## config.mk

```make
export PLATFORM = sky130hd
export DESIGN_NAME = collect_state
export DESIGN_NICKNAME = d
export VERILOG_FILES = /design/src/rtl/simon_pkg.sv /design/src/rtl/btn_sync.sv /design/src/rtl/collect_state.sv
export SDC_FILE = /design/constraint.sdc
export NUM_CORES = 1
export LEC_CHECK = 0
export BUFFER_PORTS_ARGS = -buffer_cell sky130_fd_sc_hd__buf_2
export CAP_MARGIN = 20
export CORE_MARGIN = 5
export CORE_UTILIZATION = 40
export DETAILED_ROUTE_END_ITERATION = 12
export PLACE_DENSITY = 0.57
export SLEW_MARGIN = 5
export SYNTH_ARGS = -nofsm -noshare
export SYNTH_HDL_FRONTEND = slang
export SYNTH_HIERARCHICAL = 1
export SYNTH_SLANG_ARGS = --single-unit
```

## constraint.sdc

```tcl
create_clock -name clk -period 3.95 [get_ports clk]
set_input_delay 0.395 -clock clk [delete_from_list [all_inputs] [get_ports clk]]
set_output_delay 0.395 -clock clk [all_outputs]
set_load 0.1 [all_outputs]
```

## src/rtl/simon_pkg.sv

```systemverilog
// simon_pkg
// Shared definitions for the Simon game blocks (collect_state, check_state
// and the display block).
//   colour_t          : 2-bit colour codes, RED=0 GREEN=1 BLUE=2 YELLOW=3
//   collect_state_t   : state encoding of the press-collection FSM
//   *_DEFAULT         : default debounce and press-window lengths in cycles
//   is_one_hot        : true when exactly one of four buttons is pressed
//   btn_to_colour     : maps a one-hot button vector to its colour code
package simon_pkg;

    typedef enum logic [1:0] {
        RED    = 2'd0,
        GREEN  = 2'd1,
        BLUE   = 2'd2,
        YELLOW = 2'd3
    } colour_t;

    typedef enum logic [1:0] {
        IDLE         = 2'd0,
        ARM          = 2'd1,
        WAIT_PRESS   = 2'd2,
        WAIT_RELEASE = 2'd3
    } collect_state_t;

    localparam int DEBOUNCE_CYCLES_DEFAULT = 16;
    localparam int TIMEOUT_CYCLES_DEFAULT  = 10_000_000;

    // v & (v-1) clears the lowest set bit, so it is zero only for a
    // single set bit (or for zero, which is excluded separately).
    function automatic logic is_one_hot(input logic [3:0] v);
        return (v != 4'd0) && ((v & (v - 4'd1)) == 4'd0);
    endfunction

    // Only meaningful for a one-hot input; anything else maps to RED.
    function automatic colour_t btn_to_colour(input logic [3:0] v);
        colour_t c;
        case (v)
            4'b0010: c = GREEN;
            4'b0100: c = BLUE;
            4'b1000: c = YELLOW;
            default: c = RED;
        endcase
        return c;
    endfunction

endpackage

```

## src/rtl/btn_sync.sv

```systemverilog
// btn_sync
// Two-flop synchronizer bringing the four asynchronous colour buttons into
// the clk domain.
//   clk   : system clock
//   rst   : synchronous active-high reset, clears both flop stages
//   btn   : raw buttons, asynchronous to clk
//   btn_s : synchronized buttons, two cycles behind btn
module btn_sync (
    input  logic       clk,
    input  logic       rst,
    input  logic [3:0] btn,
    output logic [3:0] btn_s
);

    logic [3:0] meta;

    // First stage may go metastable; only the second stage is used downstream.
    always_ff @(posedge clk) begin
        if (rst) begin
            meta  <= 4'd0;
            btn_s <= 4'd0;
        end else begin
            meta  <= btn;
            btn_s <= meta;
        end
    end

endmodule

```

## src/rtl/collect_state.sv

```systemverilog
// collect_state
// Captures the player's sequence of N+1 colour presses for the current round.
//   clk           : system clock, rising edge
//   rst_collect   : synchronous active-high reset
//   en_collect    : starts a capture when idle
//   btn[3:0]      : raw colour buttons, btn[k] is colour code k
//   round_ctr_in  : current round N; N+1 presses are collected
//   seq_in_check  : captured codes, press i in bits [2i+1:2i]
//   en_check      : one-cycle pulse, sequence complete and final
//   colour_valid  : one-cycle pulse per accepted press
//   colour_out    : code of the last accepted press
//   press_ctr     : presses accepted in this capture (0..16)
//   timeout       : one-cycle pulse when the press window expires
//   busy          : high whenever the FSM is not idle
module collect_state
    import simon_pkg::*;
#(
    parameter int DEBOUNCE_CYCLES = DEBOUNCE_CYCLES_DEFAULT,
    parameter int TIMEOUT_CYCLES  = TIMEOUT_CYCLES_DEFAULT
) (
    input  logic        clk,
    input  logic        rst_collect,
    input  logic        en_collect,
    input  logic [3:0]  btn,
    input  logic [3:0]  round_ctr_in,
    output logic [31:0] seq_in_check,
    output logic        en_check,
    output logic        colour_valid,
    output logic [1:0]  colour_out,
    output logic [4:0]  press_ctr,
    output logic        timeout,
    output logic        busy
);

    // Counters only need to reach their terminal value (length - 1).
    localparam int DEB_W = (DEBOUNCE_CYCLES > 1) ? $clog2(DEBOUNCE_CYCLES) : 1;
    localparam int TMO_W = (TIMEOUT_CYCLES > 1) ? $clog2(TIMEOUT_CYCLES) : 1;
    localparam logic [DEB_W-1:0] DEB_LAST = DEB_W'(DEBOUNCE_CYCLES - 1);
    localparam logic [TMO_W-1:0] TMO_LAST = TMO_W'(TIMEOUT_CYCLES - 1);

    collect_state_t   state;
    logic [3:0]       btn_s;
    logic [3:0]       n_reg;
    logic [DEB_W-1:0] deb_cnt;
    logic [TMO_W-1:0] tmo_cnt;

    logic       press_hit;
    colour_t    press_code;
    logic       last_press;
    logic [3:0] slot;
    logic [4:0] press_ctr_inc;

    btn_sync u_btn_sync (
        .clk   (clk),
        .rst   (rst_collect),
        .btn   (btn),
        .btn_s (btn_s)
    );

    // Press decode. last_press compares the count before this press with N,
    // i.e. this press brings the count to N+1. The increment saturates at 16
    // so the counter can never wrap even if N were reached some other way.
    always_comb begin
        press_hit     = is_one_hot(btn_s);
        press_code    = btn_to_colour(btn_s);
        last_press    = (press_ctr == {1'b0, n_reg});
        slot          = press_ctr[3:0];
        press_ctr_inc = (press_ctr == 5'd16) ? press_ctr : press_ctr + 5'd1;
    end

    // Single registered FSM. Pulse outputs default low every cycle and are
    // raised only on the edge that causes them. A press is tested before the
    // timer so that a final press on the expiry edge wins over the timeout.
    always_ff @(posedge clk) begin
        if (rst_collect) begin
            state        <= IDLE;
            seq_in_check <= 32'd0;
            press_ctr    <= 5'd0;
            colour_out   <= 2'd0;
            en_check     <= 1'b0;
            colour_valid <= 1'b0;
            timeout      <= 1'b0;
            busy         <= 1'b0;
            deb_cnt      <= '0;
            tmo_cnt      <= '0;
            n_reg        <= 4'd0;
        end else begin
            en_check     <= 1'b0;
            colour_valid <= 1'b0;
            timeout      <= 1'b0;

            case (state)
                IDLE: begin
                    if (en_collect) begin
                        state        <= ARM;
                        busy         <= 1'b1;
                        seq_in_check <= 32'd0;
                        press_ctr    <= 5'd0;
                        n_reg        <= round_ctr_in;
                        deb_cnt      <= '0;
                    end
                end

                // A button held when the capture starts keeps resetting the
                // debounce count, so it can never be taken as a press.
                ARM, WAIT_RELEASE: begin
                    if (btn_s != 4'd0) begin
                        deb_cnt <= '0;
                    end else if (deb_cnt == DEB_LAST) begin
                        deb_cnt <= '0;
                        tmo_cnt <= '0;
                        state   <= WAIT_PRESS;
                    end else begin
                        deb_cnt <= deb_cnt + DEB_W'(1);
                    end
                end

                WAIT_PRESS: begin
                    if (press_hit) begin
                        seq_in_check[{slot, 1'b0} +: 2] <= press_code;
                        press_ctr    <= press_ctr_inc;
                        colour_out   <= press_code;
                        colour_valid <= 1'b1;
                        deb_cnt      <= '0;
                        if (last_press) begin
                            state    <= IDLE;
                            busy     <= 1'b0;
                            en_check <= 1'b1;
                        end else begin
                            state <= WAIT_RELEASE;
                        end
                    end else if (tmo_cnt == TMO_LAST) begin
                        state   <= IDLE;
                        busy    <= 1'b0;
                        timeout <= 1'b1;
                    end else begin
                        tmo_cnt <= tmo_cnt + TMO_W'(1);
                    end
                end

                default: begin
                    state <= IDLE;
                    busy  <= 1'b0;
                end
            endcase
        end
    end

endmodule

```

==> reports/qor.csv <==
stage,metric,value,unit
run_status,status,completed,
setup_path,critPathCaptureType,register,
synth,seq_area_frac_synth,0.412,
cells_and_area,area_delta_synth_final,13.3,%
timing,fin_ws,1.41,ns
floorplan,initial_core_util,0.405,
timing,timing.setup.tns,0,ns
global_routing,grtUsageTotal,0.174,
setup_path,startpoint_type,register,
synth,synth-adder-area-share,0.0182,
cts,h-tree-depth,3,
floorplan,die_x,112,microns
synth,muxShareOfSynthArea,0.0291,
cells_and_area,diodes,0,
placement,numPortBuffers,53,
cts,clock-sinks,85,
setup_path,max_stage_delay,0.59,ns
synth,synthFlopType,dfxtp_1,
placement,dpl_cell_area,4470,sq um
floorplan,io_pins,54,
cts,clk_pin_slew,0.09,ns
synth,synth_area_leaders,"dfxtp_1 (41%), a21oi_1 (4.9%), nand2_1 (4.8%)",
cells_and_area,drive_gt1_frac,0.162,
hold_path,holdCritStartpoint,btn[0],
synth,synth.distinct_cells,60,
routing,drt_pass1_iterations,4,
setup_path,worst_r2r_path_depth,7,
global_routing,grt_pass1_vias,3600,
job,cap_violations,0,
synth,syn_area,4130,sq um
cts,cts_setup_buffers,0,
synth,async_flop_share,0,
timing,fin_skew,0.00794,ns
synth,netlist_top_cells_count,"dfxtp_1 (85), nand2_1 (53), a21oi_1 (40)",
routing,wirelength,10.7,mm
setup_path,crit_required,4.23,ns
global_routing,grt_pass1_wl,17.8,mm
power,powerDensity,361,nW/um^2
timing,rsz0062_at_grt,no,
power,power,1690,uW
cts,numCtsBuffers,9,
setup_path,critPathArrivalTime,2.81,ns
power,vdd_drop_max,0.000180,V
setup_path,slowest_stage,dfxtp_1,
placement,dp_slack,1.45,ns
synth,synth_compound_area_frac,0.189,
routing,routedWlPerCell,16.1,microns
setup_path,cp_cell_sequence,inv_1 -> ha_1 -> or2_2 -> o21ai_0 -> or4b_1 -> or2_0 -> a21oi_1,
cts,cts-resized-gates,0,
cells_and_area,final_net_count,544,
synth,synth_xor_area_frac,0.0233,
setup_path,path_class,reg -> reg,
hold_path,hold_path_depth,2,
floorplan,design.core.area,10200,sq um
synth,synth_top_area_share,0.412,
timing,tightest_slew,0.973,ns
synth,syn_nets,504,
synth,synthSimpleGateAreaFrac,0.293,
routing,vias,3761,
timing,fin_crit,2.54,ns
floorplan,die_area,12400,sq um
cells_and_area,largest_register,seq_in_check,
cts,cts-root-buf,clkbuf_8,
synth,syn_area_per_cell,8.47,sq um
synth,ys_ff_latch,85,
synth,synth_cells,487,
cells_and_area,finish.instance_area,4680,sq um
cells_and_area,reg.largest.list,"seq_in_check (32), tmo_cnt (24), press_ctr (5)",
timing,slew_violations,0,
setup_path,regToRegSetupSlack,1.41,ns
cells_and_area,final_util,0.459,
synth,synth_edf_count,0,
setup_path,r2r_end,seq_in_check[24],
cts,cts_tree,built,
setup_path,reg2reg_from,press_ctr[0],
setup_path,path_buf_inv,1,
placement,place_congestion,0.880,
timing,max_slew_margin,0.351,
timing,max_freq,394,MHz
hold_path,hp-class,in -> reg,
routing,drcViolationCount,0,
routing,drtIter0Drc,194,
global_routing,gr-total-overflow,0,
cts,worstSkewPairLatency,0.35,ns
floorplan,rows,37,
setup_path,critPathMaxFanout,12,
cts,clk_path_buf_depth,2,
timing,hold_violations,0,
synth,synth_top_family_by_area,simple AND/OR/NAND/NOR gates,
synth,yosys_warnings,6,
setup_path,critPathTopFamily,simple AND/OR/NAND/NOR gates,
cells_and_area,largest_reg_flops,32,
timing,fin_crit_sh,0.642,
placement,dpl.hpwl,7.53,mm
synth,synth.most_common_cell,dfxtp_1,
synth,synth_top_area_cell,dfxtp_1,
hold_path,holdPathEnd,u_btn_sync/meta[0],
floorplan,die_h,112,microns
routing,drt.antenna.violating_nets,0,
power,leakage,0.00177,uW
timing,setup_violations,0,
cells_and_area,fillers,1023,
cts,hold_buffers,0,
global_routing,antenna_found_initial,0,
routing,vias_per_cell,5.63,
global_routing,grt_max_degree,51,
==> per-stage QoR <==
stage | instances | hold WS (ns)
finish | 668 | 0.244
global route | 668 | 0.237
CTS | 667 | 0.223
detailed placement | 651 | 0.430
global placement | 651 | 0.430
floorplan | 487 | 0.414
==> power breakdown <==
group | internal, uW | total, uW | switching (uW)
registers | 869 | 885 | 15.4
clock network | 311 | 637 | 326
logic | 45.0 | 164 | 119
total | 1230 | 1690 | 460
==> worst reg2reg max path, cell delays in order (launching register included) <==
cell and delay (ns):
dfxtp_1 0.59, inv_1 0.19, ha_1 0.32, or2_2 0.34
o21ai_0 0.14, or4b_1 0.51, or2_0 0.23, a21oi_1 0.14
==> metal layers <==
metal  global-route usage  wire length [microns]
met2                0.294                   5190
met3               0.0359                    429
met1                0.219                   4930
met4               0.0624                    197
met5                    0                      0
==> worst max path at each step <==
| stage | from | endpoint | slack [ns] | depth (start not counted) |
|---|---|---|---|---|
| after floorplan | press_ctr[0] | seq_in_check[24] | 0.95 | 8 |
| after global placement | press_ctr[0] | seq_in_check[24] | 1.51 | 7 |
| after detailed placement | press_ctr[0] | seq_in_check[24] | 1.45 | 7 |
| after CTS | press_ctr[0] | seq_in_check[24] | 1.45 | 7 |
| after global routing | press_ctr[0] | seq_in_check[1] | 1.23 | 6 |
| final | press_ctr[0] | seq_in_check[24] | 1.41 | 7 |
==> placed cells by master, fill, tap and decap left out, types with 3 or more instances in the layout <==
cell type,instances
nand4b_1,3
nor2_1,25
o211ai_1,10
dfxtp_1,85
nand2_1,53
o21ai_0,21
o31ai_1,19
clkbuf_8,10
nor3_1,16
a21oi_1,40
nand3b_1,5
nand4_1,15
nand2b_1,7
or4b_1,4
and2_1,4
xnor2_1,9
inv_1,5
mux2i_1,12
ha_1,6
nor2b_1,11
buf_4,5
a31oi_1,3
or3_1,7
o22ai_1,4
buf_2,53
or2_2,3
or4_1,14
and3_1,5
o21ai_1,3
nand3_1,29
==> cell type report <==
class / count / area, sq um / area share
clock buffer: 11 / 141 / 0.0302
clock inverter: 5 / 60.1 / 0.0128
inverter: 5 / 18.8 / 0.00401
multi-input combinational: 368 / 2280 / 0.488
sequential: 85 / 1700 / 0.364
tap: 136 / 170 / 0.0364
timing repair buffer: 58 / 303 / 0.0647
==> cells by family (layout without fill, tap and decap cells) <==
kind of cell / count (synthesis) / count (layout)
buffers and inverters: 34 / 79
adder cells (fa/ha/maj): 6 / 6
flip-flops: 85 / 85
AO/OA/AOI/OAI: 122 / 122
multiplexers: 12 / 12
AND/OR/NAND/NOR: 217 / 217
XOR/XNOR: 11 / 11
Power figures use the tool's default switching activity.
